File: config.mk
export PLATFORM = sky130hd
export DESIGN_NAME = bit_cpu
export DESIGN_NICKNAME = d
export VERILOG_FILES = /design/src/rtl/bit_cpu.sv
export SDC_FILE = /design/constraint.sdc
export NUM_CORES = 1
export LEC_CHECK = 0
export ABC_AREA = 1
export CORE_MARGIN = 5
export CORE_UTILIZATION = 30
export DETAILED_ROUTE_END_ITERATION = 8
export GPL_TIMING_DRIVEN = 0
export PLACE_DENSITY = 0.55
export SYNTH_ARGS = -nofsm -noshare
export SYNTH_HDL_FRONTEND = slang
export SYNTH_SLANG_ARGS = --single-unit
export TNS_END_PERCENT = 1
File: constraint.sdc
create_clock -name clk -period 3.25 [get_ports clk]
set_input_delay 0.4875 -clock clk [delete_from_list [all_inputs] [get_ports clk]]
set_output_delay 0.4875 -clock clk [all_outputs]
set_load 0.05 [all_outputs]
File: src/rtl/bit_cpu.sv
// bit_cpu: 8-bit multicycle core. It has an 8x8 register file, an internal
// instruction memory loaded through the program port, and a request/ready
// data bus for LD/ST.
module bit_cpu #(
  parameter int IMEM_AW  = 5,
  parameter int RESET_PC = 0
) (
  input  logic               clk,
  input  logic               rst,
  input  logic               run,
  input  logic               prog_we,
  input  logic [IMEM_AW-1:0] prog_addr,
  input  logic [15:0]        prog_data,
  output logic               pm_req,
  output logic               pm_we,
  output logic [7:0]         pm_addr,
  output logic [7:0]         pm_wdata,
  input  logic [7:0]         pm_rdata,
  input  logic               pm_ready,
  input  logic [2:0]         dbg_sel,
  output logic [7:0]         dbg_data,
  output logic               halted
);

  localparam logic [IMEM_AW-1:0] PC0 = IMEM_AW'(RESET_PC);

  localparam logic [2:0] S_IDLE  = 3'd0;
  localparam logic [2:0] S_FETCH = 3'd1;
  localparam logic [2:0] S_EXEC  = 3'd2;
  localparam logic [2:0] S_MEM   = 3'd3;
  localparam logic [2:0] S_HALT  = 3'd4;

  localparam logic [3:0] OP_LI   = 4'h1;
  localparam logic [3:0] OP_ADD  = 4'h2;
  localparam logic [3:0] OP_SUB  = 4'h3;
  localparam logic [3:0] OP_AND  = 4'h4;
  localparam logic [3:0] OP_OR   = 4'h5;
  localparam logic [3:0] OP_XOR  = 4'h6;
  localparam logic [3:0] OP_SHL  = 4'h7;
  localparam logic [3:0] OP_LD   = 4'h8;
  localparam logic [3:0] OP_ST   = 4'h9;
  localparam logic [3:0] OP_JMP  = 4'hA;
  localparam logic [3:0] OP_BEQZ = 4'hB;
  localparam logic [3:0] OP_HALT = 4'hF;

  // The low three bits overlap imm8 together with rt and rs[1:0].
  typedef struct packed {
    logic [3:0] op;
    logic [2:0] rd;
    logic [2:0] rs;
    logic [2:0] rt;
    logic [2:0] lo;
  } insn_t;

  logic [2:0]         state;
  logic [IMEM_AW-1:0] pc;
  insn_t              ir;
  logic [7:0][7:0]    rf;
  logic [15:0]        imem [(1<<IMEM_AW)];

  logic [7:0] imm, rs_val, rt_val, rd_val, alu_res;
  logic       alu_wr;

  assign imm      = ir[7:0];
  assign rs_val   = rf[ir.rs];
  assign rt_val   = rf[ir.rt];
  assign rd_val   = rf[ir.rd];
  assign dbg_data = rf[dbg_sel];

  // Program load: only while the core is parked, and never cleared by reset
  always_ff @(posedge clk) begin
    if (prog_we && !run) imem[prog_addr] <= prog_data;
  end

  // ALU result plus a flag telling EXEC whether the opcode writes rd
  always_comb begin
    alu_res = 8'h00;
    alu_wr  = 1'b1;
    case (ir.op)
      OP_LI:   alu_res = imm;
      OP_ADD:  alu_res = rs_val + rt_val;
      OP_SUB:  alu_res = rs_val - rt_val;
      OP_AND:  alu_res = rs_val & rt_val;
      OP_OR:   alu_res = rs_val | rt_val;
      OP_XOR:  alu_res = rs_val ^ rt_val;
      OP_SHL:  alu_res = {rs_val[6:0], 1'b0};
      default: alu_wr  = 1'b0;
    endcase
  end

  // Sequencer: IDLE -> FETCH -> EXEC -> (MEM) -> FETCH, or -> HALT
  always_ff @(posedge clk or posedge rst) begin
    if (rst) begin
      state    <= S_IDLE;
      pc       <= PC0;
      ir       <= '0;
      rf       <= '0;
      pm_req   <= 1'b0;
      pm_we    <= 1'b0;
      pm_addr  <= 8'h00;
      pm_wdata <= 8'h00;
      halted   <= 1'b0;
    end else if (!run) begin
      // Dropping run abandons any bus access in flight without a write-back
      state  <= S_IDLE;
      pc     <= PC0;
      halted <= 1'b0;
      pm_req <= 1'b0;
      pm_we  <= 1'b0;
    end else begin
      case (state)
        S_IDLE: state <= S_FETCH;
        S_FETCH: begin
          ir    <= imem[pc];
          pc    <= pc + IMEM_AW'(1);
          state <= S_FETCH + 3'd1;
        end
        S_EXEC: begin
          state <= S_FETCH;
          if (alu_wr) rf[ir.rd] <= alu_res;
          case (ir.op)
            OP_JMP:  pc <= imm[IMEM_AW-1:0];
            OP_BEQZ: if (rd_val == 8'h00) pc <= imm[IMEM_AW-1:0];
            OP_LD, OP_ST: begin
              pm_req   <= 1'b1;
              pm_we    <= (ir.op == OP_ST);
              pm_addr  <= rs_val;
              pm_wdata <= rt_val;
              state    <= S_MEM;
            end
            OP_HALT: begin
              halted <= 1'b1;
              state  <= S_HALT;
            end
            default: ;
          endcase
        end
        S_MEM: begin
          // pm_* stay registered and stable until the target completes
          if (pm_ready) begin
            pm_req <= 1'b0;
            pm_we  <= 1'b0;
            if (ir.op == OP_LD) rf[ir.rd] <= pm_rdata;
            state  <= S_FETCH;
          end
        end
        S_HALT: halted <= 1'b1;
        default: state <= S_IDLE;
      endcase
    end
  end

endmodule

==> impl_results.md, run 1 <==
- Core area: 91200 sq um
- Global-route wire length before repair: 137000 um
- FF-to-FF path depth: 18
- DRC Markers: 0
- Via density per instance: 5.35
- Post-route setup slack: -0.119 ns
- Worst R2R Start: imm[6]
- Filler instances: between 8000 and 9000
- Final cell count without fillers: slightly below 4000
- Clock latency on the worst-skew pair: about 0.63 ns
- CP max FO: 10
- Wire length per cell: roughly 24 um
- Max_cap viols: 0
- Clock Skews: 0.0311 ns
- Syn nets: 2518
- Seq pwr share: 34.3%
- Hold Buf Count CTS: 0
- CTS H-Tree Depth: 3
- Setup TNS Final: -1.03 ns
- Tcrit/Tclk final: 104%
- Share of cells above drive strength 1: between 10 and 15%
- CTS sink cnt: between 600 and 700
- Clk buf depth: 3
- Synth area leaders: edfxtp_1 56%, dfrtp_1 9.8%, o21ai_0 5.1%
- Die X: approximately 310 um
- Routed Antenna Nets: 0
- Hold Crit Class: primary input to flip-flop
- Post-synthesis sequential area ratio: between 60% and 70%
- PwrDens: between 800 and 900 nW/um^2
- Net switching power: 10900 uW
- Largest net degree at the start of global routing: 40
- Fin util: 35.6%
- I/O pin cnt: between 60 and 70
- Vias in the first global route: ~20000
- Area of the mapped netlist: between 20000 and 30000 sq um
- Row cnt: roughly 110
- Worst EP arrival: just under 4 ns
- Synth top area share: roughly 56%
- RSZ-0062 raised after global routing: true
- Share of total power in combinational logic: a little under two fifths
- RR Endpoint: rf[22]
- Root Driver: clkbuf_16
- Switch share: between 30% and 40%
- Int Power: roughly 16000 uW
- Area growth, synth to finish: 18.3%
- Initial antenna violation count: 2
- Hold Crit Depth: 1
- Pre-antenna DRT Iters: 5
- Setup crit start kind: flip-flop
- Largest stage delay, worst path: roughly 0.49 ns
- Via count: 20641
- Worst-margin pin slew: 1.42 ns
- Violated checks: setup timing
- Outcome: finished with violations
- Headroom to the max-slew limit: 5.09%
- Crit path cell chain: inv_2 > clkbuf_1 > o21ai_0 > nand3_1 > nand2_1 > inv_1 > ha_1 > nand2_1 > nand2_1 > nand2_1 > inv_1 > o21ai_2 > nand2_1 > nor2_1 > nand3b_1 > o2111ai_4 > nand3_1 > nand2_1
- TritonCTS clock tree: done
- Synthesis warning total: 0
- Clock power share: between 20% and 30%
- Slowest-stage cell, CP: clkbuf_1
- Crit path capture type: flip-flop
- Die area: between 90000 and 100000 sq um
- Nets: between 2000 and 3000
- FF+latch area: approximately 18000 sq um
- Overflow after GRT: 0
- Placed Cells: 3732
- Number of CTS-inserted buffers: 66
- Leading area contributor after synthesis: edfxtp_1
- Top cell family by delay on the critical path: simple AND/OR/NAND/NOR gates
- Die height: around 310 um
- Buf/Inv on CP: 4
- Global-route usage over all layers: roughly a fifth
- Final Hold Viols: 0
- Post-Route WL: around 94000 um
- Worst setup path class: flip-flop to flip-flop
- Synth cell types: 50
- Area of the multi-input gates: 8340 sq um
- Min-delay src: prog_data[5]
- # port buffers: 63
- Fmax achieved: 297 MHz
- Flops & latches, synth: between 600 and 700
- Cells after synthesis: ~2500
- Hold path endpoint: imem[16][5]
- R2R setup slack: -0.12 ns
- Starting DRT DRC Count: approximately 2400
- Min Tclk post-route: roughly 3.4 ns
- Req. time, crit path: 3.74 ns
- Final HPWL DP: approximately 65000 um
- Worst ir drop on vdd: around 0.56 mV
- Max Slew Vio Count: 0
- Most frequent CP cell: nand2_1
- Clock slew at reported path FFs: ~0.06 ns
- Setup-failing EPs final: 17
- Synth Area per Inst: ~11 sq um
- Pleak: 0.0114 uW
- Placer Congestion: between 0.9 and 1
- Initial Util: around 30%
[cells in the final DEF (no fill, tap or decap), types with 8 or more instances in the layout]
| cell | n |
|---|---|
| a21oi_1 | 91 |
| o211ai_1 | 16 |
| nor2_2 | 35 |
| clkbuf_16 | 68 |
| nand3_1 | 148 |
| o21ai_0 | 266 |
| o21ai_1 | 10 |
| nand2_1 | 301 |
| nand2_2 | 17 |
| o32ai_1 | 78 |
| dfrtp_1 | 106 |
| xor2_1 | 8 |
| a221oi_1 | 12 |
| clkbuf_1 | 93 |
| o221ai_1 | 51 |
| buf_8 | 21 |
| clkinv_1 | 14 |
| inv_1 | 139 |
| ha_1 | 23 |
| clkdlybuf4s50_1 | 42 |
| nor2_1 | 335 |
| nor4_1 | 8 |
| buf_2 | 46 |
| nand3_2 | 12 |
| edfxtp_1 | 512 |
| mux2i_1 | 50 |
| nor3_1 | 14 |
| a31oi_1 | 11 |
| inv_2 | 10 |
| o22ai_1 | 8 |
| buf_4 | 17 |
| nand4_1 | 10 |
[metal layers]
| metal | share of wire [%] | up-vias | track usage [%] |
|---|---|---|---|
| li1 | - | 9225 | - |
| met1 | 43 | 10354 | 25.8 |
| met2 | 47 | 887 | 30.8 |
| met3 | 7.4 | 171 | 2.85 |
| met4 | 3.1 | 4 | 5.38 |
| met5 | 0.028 | - | 0 |
[worst reg2reg max path: cells and delay by family (launching register included)]
kind	cells	cell delay [ns]
compound gates	3	0.59
fa+ha+maj	1	0.28
flops	1	0.47
simple gates	10	1.08
buf+inv	4	0.82
[cell families after synthesis]
family | share of synthesized area, %
AO/OA/AOI/OAI | 12.8
XOR/XNOR | 0.255
adder cells (fa/ha/maj) | 1.21
multiplexers | 1.82
AND/OR/NAND/NOR | 13.6
flip-flops | 65.8
buffers and inverters | 4.57
[state kept, by name (all words and copies together), names as in the netlist]
signal,count
pm_wdata,8
imm,8
imem,512
pm_addr,8
pc,5
halted,1
rf,64
pm_req,1
ir,8
state,3
pm_we,1
[cells in the mapped netlist, drive strengths merged]
master,count
o22ai,8
fa,1
a22oi,8
a221o,1
xor2,8
mux2i,50
a31oi,12
o221ai,52
o2111ai,2
nand3b,2
nor2,371
edfxtp,512
nand3,161
o21ai,281
o32ai,78
nand4,11
dfrtp,107
a21oi,92
clkinv,6
inv,152
o211ai,17
nor3,14
a22o,1
nor3b,1
clkbuf,83
buf,56
a221oi,12
ha,25
a2111oi,1
nor4,8
nand2,319
or2,3
[per-stage QoR]
step / setup slack [ns] / power, uW / area, sq um / hold slack, ns
after floorplan: 0.260 / 15400 / 27500 / 0.453
after global placement: -1.19 / 19200 / 29600 / 0.469
after detailed placement: -0.566 / 19200 / 30100 / 0.473
after CTS: -0.177 / 26900 / 32300 / 0.463
after global routing: -0.316 / 28500 / 32500 / 0.474
final: -0.119 / 27200 / 32500 / 0.464
[final cells by class]
type / instances / area share, %
tap: 1186 / 4.57
buffer: 139 / 2.10
multi-input combinational: 1539 / 25.7
antenna: 1 / 0.00771
timing repair buffer: 102 / 3.63
clock buffer: 87 / 5.55
clock inverter: 28 / 0.956
sequential: 619 / 55.6
inverter: 158 / 1.88
[timing repair]
item,in CTS,in global routing
endpoints found under the setup margin,58,56
gates resized for setup,27,35
pin swaps,5,12
buffers inserted,3,8
[power by group through the flow]
stage,Combinational [uW],Sequential [uW],Clock [uW]
floorplan,5820,9600,0
global placement,9680,9490,0
detailed placement,9720,9480,0
CTS,10000,9330,7570
global route,11200,9380,7910
finish,10400,9330,7430
[how the worst max path moves through the flow]
stage,startpoint,to,slack (ns),cells past startpoint
after floorplan,imm[3],rf[14],0.26,24
final,imm[6],rf[22],-0.12,18
after global routing,imm[3],rf[45],-0.32,19
after global placement,run,imem[25][13],-1.19,4
after detailed placement,imm[4],rf[58],-0.57,15
after CTS,imm[3],rf[46],-0.18,24
Note: power is estimated with default switching activity, not from simulation.
==> inputs of run 2 (changes only) <==
Settings changed: CORE_MARGIN 5 to not set.
==> run 2 against run 1 <==
The flow still finishes with violations (setup timing). Sequential power is essentially flat. Routed wire length grew 0.68%. Clock power hardly changed. Critical endpoint unchanged. Sequential cell count unchanged. Critical path depth increased by 6. Sequential share of layout area down 0.26 points. Critical path type unchanged. First-iteration DRC count rose by 13%. Via count rose by 0.16%. Maximum frequency is 1.1% higher. Register-to-register slack gained 0.04 ns. Clock skew up 0.013 ns. Cell count rose by 0.13%.
==> impl_results.md, run 2 (synthesized netlist as in run 1, its figures left out) <==
- Outcome: finished with violations
- Violated checks: setup timing
- Root Driver: clkbuf_16
- Register with the most flip-flops: imem
- Hold Buf Count CTS: 0
- Pleak: around 0.011 uW
- Tcrit/Tclk final: 103%
- RSZ-0062 raised after global routing: true
- FF-to-FF path depth: 24
- Max_cap viols: 0
- Row cnt: between 100 and 150
- Final Hold Viols: 0
- Worst EP arrival: around 3.9 ns
- Final HPWL DP: approximately 66000 um
- I/O pin cnt: between 60 and 70
- PwrDens: around 840 nW/um^2
- Top Registers: imem (512), rf (64)
- Max Slew Vio Count: 0
- Die area: about 93000 sq um
- Overflow after GRT: 0
- Via density per instance: approximately 5.4
- TritonCTS clock tree: done
- Largest net degree at the start of global routing: 41
- Worst setup path class: flip-flop to flip-flop
- Most frequent cells in the layout: 512 x edfxtp_1, 336 x nor2_1, 293 x nand2_1
- Worst ir drop on vdd: 0.513 mV
- # diodes: 0
- CP max FO: 8
- Global-route usage over all layers: just over 20%
- Routed Antenna Nets: 0
- Hold Crit Class: primary input to asynchronous set/reset pin
- Starting DRT DRC Count: 2715
- DRC Markers: 0
- Pre-antenna DRT Iters: 5
- Setup crit start kind: flip-flop
- Finished Cell Area: approximately 33000 sq um
- Req. time, crit path: between 3 and 4 ns
- Headroom to the max-slew limit: a little over 6%
- Wire length per cell: 24.6 um
- Clk buf depth: 3
- Most common cell after layout, fill and taps aside: edfxtp_1
- CTS H-Tree Depth: 3
- Share of cells above drive strength 1: between 10% and 20%
- Core area: between 90000 and 100000 sq um
- RR Endpoint: rf[22]
- Worst R2R Start: imm[3]
- Clock Skews: around 0.045 ns
- Vias in the first global route: between 15000 and 20000
- Clock latency on the worst-skew pair: 0.64 ns
- R2R setup slack: -0.08 ns
- Nets: about 2700
- Largest register FFs: a little over 500
- Initial Util: 30.4%
- CTS sink cnt: 619
- Post-Place Setup Slack: -0.857 ns
- Placer Congestion: just under 1
- Number of CTS-inserted buffers: between 60 and 70
- # port buffers: between 60 and 70
- Clock slew at reported path FFs: 0.06 ns
- Die height: 304 um
- Fmax achieved: about 300 MHz
- Via count: between 20000 and 25000
- Critical path origin: imm[3]
- Min Tclk post-route: between 3 and 4 ns
- Crit path capture type: flip-flop
- Post-route setup slack: -0.0822 ns
- Area growth, synth to finish: 18.8%
- Hold WS: 0.395 ns
- Placed cell area: about 30000 sq um
- Setup-failing EPs final: 26
- Die X: 304 um
- Global-route wire length before repair: 138000 um
- Setup crit end: rf[22]
- Initial antenna violation count: 2
- Worst-margin pin slew: between 1 and 1.5 ns
- Post-Route WL: 94900 um
-- run 2: layout make-up --
type                            count  area, sq um
Buffer                            139          684
Timing Repair Buffer              114         1290
Fill cell                        8983        57700
Sequential cell                   619        18100
Clock inverter                     37          345
Multi-Input combinational cell   1539         8390
Tap cell                         1176         1470
Inverter                          158          611
Clock buffer                       82         1770
-- run 2: repair_timing --
action	4_1_cts	5_1_grt
gates cloned	0	1
setup buffers	2	15
gates resized for setup	24	57
setup endpoints to repair	64	79
pin swaps	3	18
-- run 2: critical path, stage by stage, from the launching register on --
cell and delay, ns:
dfrtp_1 0.37, buf_6 0.15, inv_8 0.07, buf_8 0.11, nand2_2 0.05, nand3_2 0.06, nand2_2 0.07, o21ai_4 0.25
ha_4 0.17, nor2_1 0.05, xor2_1 0.18, ha_1 0.37, nand2_2 0.09, nand2_2 0.05, nand2_2 0.05, nand2_2 0.06
nand2_2 0.06, inv_1 0.05, o21ai_2 0.11, nand2_1 0.08, nor2_1 0.07, nand3b_1 0.16, o2111ai_4 0.27, nand3_1 0.18
nand2_1 0.07
-- run 2: worst min-delay path by stage --
stage | depth (start not counted) | from | end | slack [ns]
3_5_place_dp | 2 | rf[51] | rf[51] | 0.47
3_3_place_gp | 2 | pm_addr[0] | pm_addr[0] | 0.47
2_1_floorplan | 2 | rf[16] | rf[16] | 0.45
6_report | 2 | rst | rf[10] | 0.40
4_1_cts | 2 | rst | rf[10] | 0.41
5_1_grt | 2 | rst | rf[12] | 0.46
-- run 2: per-layer routing --
layer | vias to the layer above | routed length, um | track usage [%] | part of all wire [%]
li1 | 9241 | - | - | -
met3 | 191 | 7170 | 3.16 | 7.6
met5 | - | 13 | 0 | 0.014
met4 | 2 | 3560 | 7.38 | 3.8
met1 | 10296 | 40400 | 27.7 | 43
met2 | 945 | 43700 | 32.0 | 46
-- run 2: report_power, final --
part | leakage (uW) | internal, uW | switching (uW)
Clock | 0.00103 | 4110 | 3320
Combinational | 0.00446 | 3290 | 7430
Sequential | 0.00600 | 8990 | 343
Total | 0.0115 | 16400 | 11100
-- run 2: metrics by stage --
step	total power [uW]	std cells	setup TNS [ns]	util, %
4_1_cts	26900	3848	-6.09	35.8
2_1_floorplan	15400	2455	0	-
3_3_place_gp	19200	3694	-336.27	32.7
5_1_grt	28700	3864	-9.96	36.1
6_report	27500	3864	-1.09	36.1
3_5_place_dp	19200	3727	-43.28	33.4
==> inputs of run 3 (changes only) <==
Settings changed: PLACE_DENSITY 0.55 to 0.53.
Clock period 3.25 ns to 3.6 ns, I/O delays scaled along.
==> run 3 against run 2 <==
The run now ends clean. Core utilization shrank 0.23 points. Cell count shrank 0.44%. Maximum frequency shrank 7.0%. Worst hold slack lost 0.078 ns. Largest cell class unchanged.
==> impl_results.md, run 3 (synthesized netlist as in run 1, its figures left out) <==
- Most common cell after layout, fill and taps aside: edfxtp_1
- Initial antenna violation count: 0
- Outcome: completed
- # diodes: 0
- Worst setup path class: flip-flop to flip-flop
- Share of cells above drive strength 1: between 10% and 20%
- Row cnt: 110
- Max_cap viols: 0
- Top Registers: imem (512), rf (64)
- DRC Markers: 0
- Via count: 20651
- Max Slew Vio Count: 0
- I/O pin cnt: 64
- Fmax achieved: roughly 280 MHz
- FF+latch area: between 15000 and 20000 sq um
- Clock latency on the worst-skew pair: about 0.65 ns
- Die height: about 300 um
- Global-route wire length before repair: roughly 140000 um
- Overflow after GRT: 0
- Worst ir drop on vdd: 0.426 mV
- GRT Max-Usage Layer: met2
- Finished Cell Area: 32400 sq um
- Core area: around 90000 sq um
- Die X: ~300 um
- Pre-antenna DRT Iters: 6
- Hold WS: roughly 0.32 ns
- Largest net degree at the start of global routing: approximately 70
- Req. time, crit path: ~4.1 ns
- Vias in the first global route: a little over 20000
- Area growth, synth to finish: 18.1%
- Min Tclk post-route: 3.58 ns
- Headroom to the max-slew limit: under 10%
- Placer Congestion: between 0.9 and 1
- Final HPWL DP: 69500 um
- Most frequent cells in the layout: 512 x edfxtp_1, 336 x nor2_1, 302 x nand2_1
- Critical path origin: pc[0]
- Initial Util: between 30% and 40%
- Post-route setup slack: around 0.017 ns
- Register with the most flip-flops: imem
- Area of the multi-input gates: between 8000 and 9000 sq um
- M1 GR Usage: between 20 and 30%
- Setup crit start kind: flip-flop
- CTS H-Tree Depth: 3
- Routed Antenna Nets: 0
- Clock Skews: ~0.032 ns
- Root Driver: clkbuf_16
- Tcrit/Tclk final: 99.5%
- Hold Buf Count CTS: 0
- Wire length per cell: 25.4 um
- Worst EP arrival: around 4 ns
- Placed cell area: around 30000 sq um
- Worst-margin pin slew: roughly 1.5 ns
- Die area: 92700 sq um
- Nets: between 2000 and 3000
- Filler instances: 8974
- Post-Place Setup Slack: -0.411 ns
- Final Hold Viols: 0
- CP max FO: 10
- RSZ-0062 raised after global routing: true
- CTS sink cnt: 619
- PwrDens: approximately 760 nW/um^2
- M2 GR Usage: ~33%
- Pleak: 0.0115 uW
- Final cell count without fillers: ~3800
- Clk buf depth: 3
- TritonCTS clock tree: done
- Setup TNS Final: 0 ns
- Number of CTS-inserted buffers: between 60 and 70
- Setup-failing EPs final: 0
- # port buffers: 63
- Global-route usage over all layers: about a fifth
- Starting DRT DRC Count: 2175
- Via density per instance: between 5 and 6
- Clock slew at reported path FFs: roughly 0.06 ns
- Hold Crit Class: primary input to asynchronous set/reset pin
- Post-Route WL: ~98000 um
- Placed Cells: 3726
- Largest register FFs: 512
- Worst R2R Start: pc[0]
- Crit path capture type: flip-flop
- M3 GR Usage: roughly 3.4%
[run 3: cell types whose count changed in the layout (fill, tap and decap cells not counted), sizes merged]
cell           before  now
bufinv              2    5
clkinv             38   32
clkbuf            170  164
clkdlybuf4s50      44   46
dlygate4sd2         1    2
clkdlybuf4s15       4    0
dlymetal6s2s        0    4
clkinvlp            2    4
inv               153  155
buf               116  101
[run 3: worst paths after layout]
check | end | slack (ns) | cells after the start
worst max-delay path | ir[15] | 0.02 | 10
worst min-delay path | rf[52] | 0.32 | 2
worst max register to register | ir[15] | 0.02 | 10
worst min register to register | pm_wdata[5] | 0.49 | 2
max in group asynchronous | pm_addr[2] | 2.52 | 3
min in group clk | pm_wdata[5] | 0.49 | 2
[run 3: layout make-up]
type                       count  area share [%]
inverter                     158            1.87
tap                         1176            4.54
timing repair buffer          97            3.59
buffer                       139            2.05
sequential                   619            55.7
clock inverter                38            1.29
multi-input combinational   1539            25.5
clock buffer                  81            5.47
[run 3: where the power goes]
group	total (uW)	switching [uW]	internal, uW
Sequential	8430	316	8120
Clock	6920	2990	3930
Combinational	9160	6490	2660
Total	24500	9800	14700
[run 3: critical path: stages, from the launching register on]
cell      delay [ns]
dfrtp_1         0.39
buf_2           0.24
buf_4           0.24
inv_2           0.24
clkbuf_1        0.49
nor2_1          0.09
o32ai_1         0.89
o211ai_1        0.37
nand3_1         0.16
nand3_1         0.19
o21ai_0         0.16
[run 3: what timing repair did]
action                     in CTS  in global routing
resized for setup              13                  7
setup buffers                   1                  1
pin swaps                       1                  2
setup endpoints to repair      56                 45
[run 3: metal layers]
metal	up-vias	routed length (um)
met5	-	0
met4	0	4740
met3	211	6860
met2	917	44900
met1	10304	41300
li1	9219	-
[run 3: per-stage QoR]
step           power [uW]  utilization (%)
2_1_floorplan       13900                -
3_3_place_gp        17300             32.7
3_5_place_dp        17500             33.4
4_1_cts             24500             35.9
5_1_grt             25700             35.9
6_report            24500             35.9
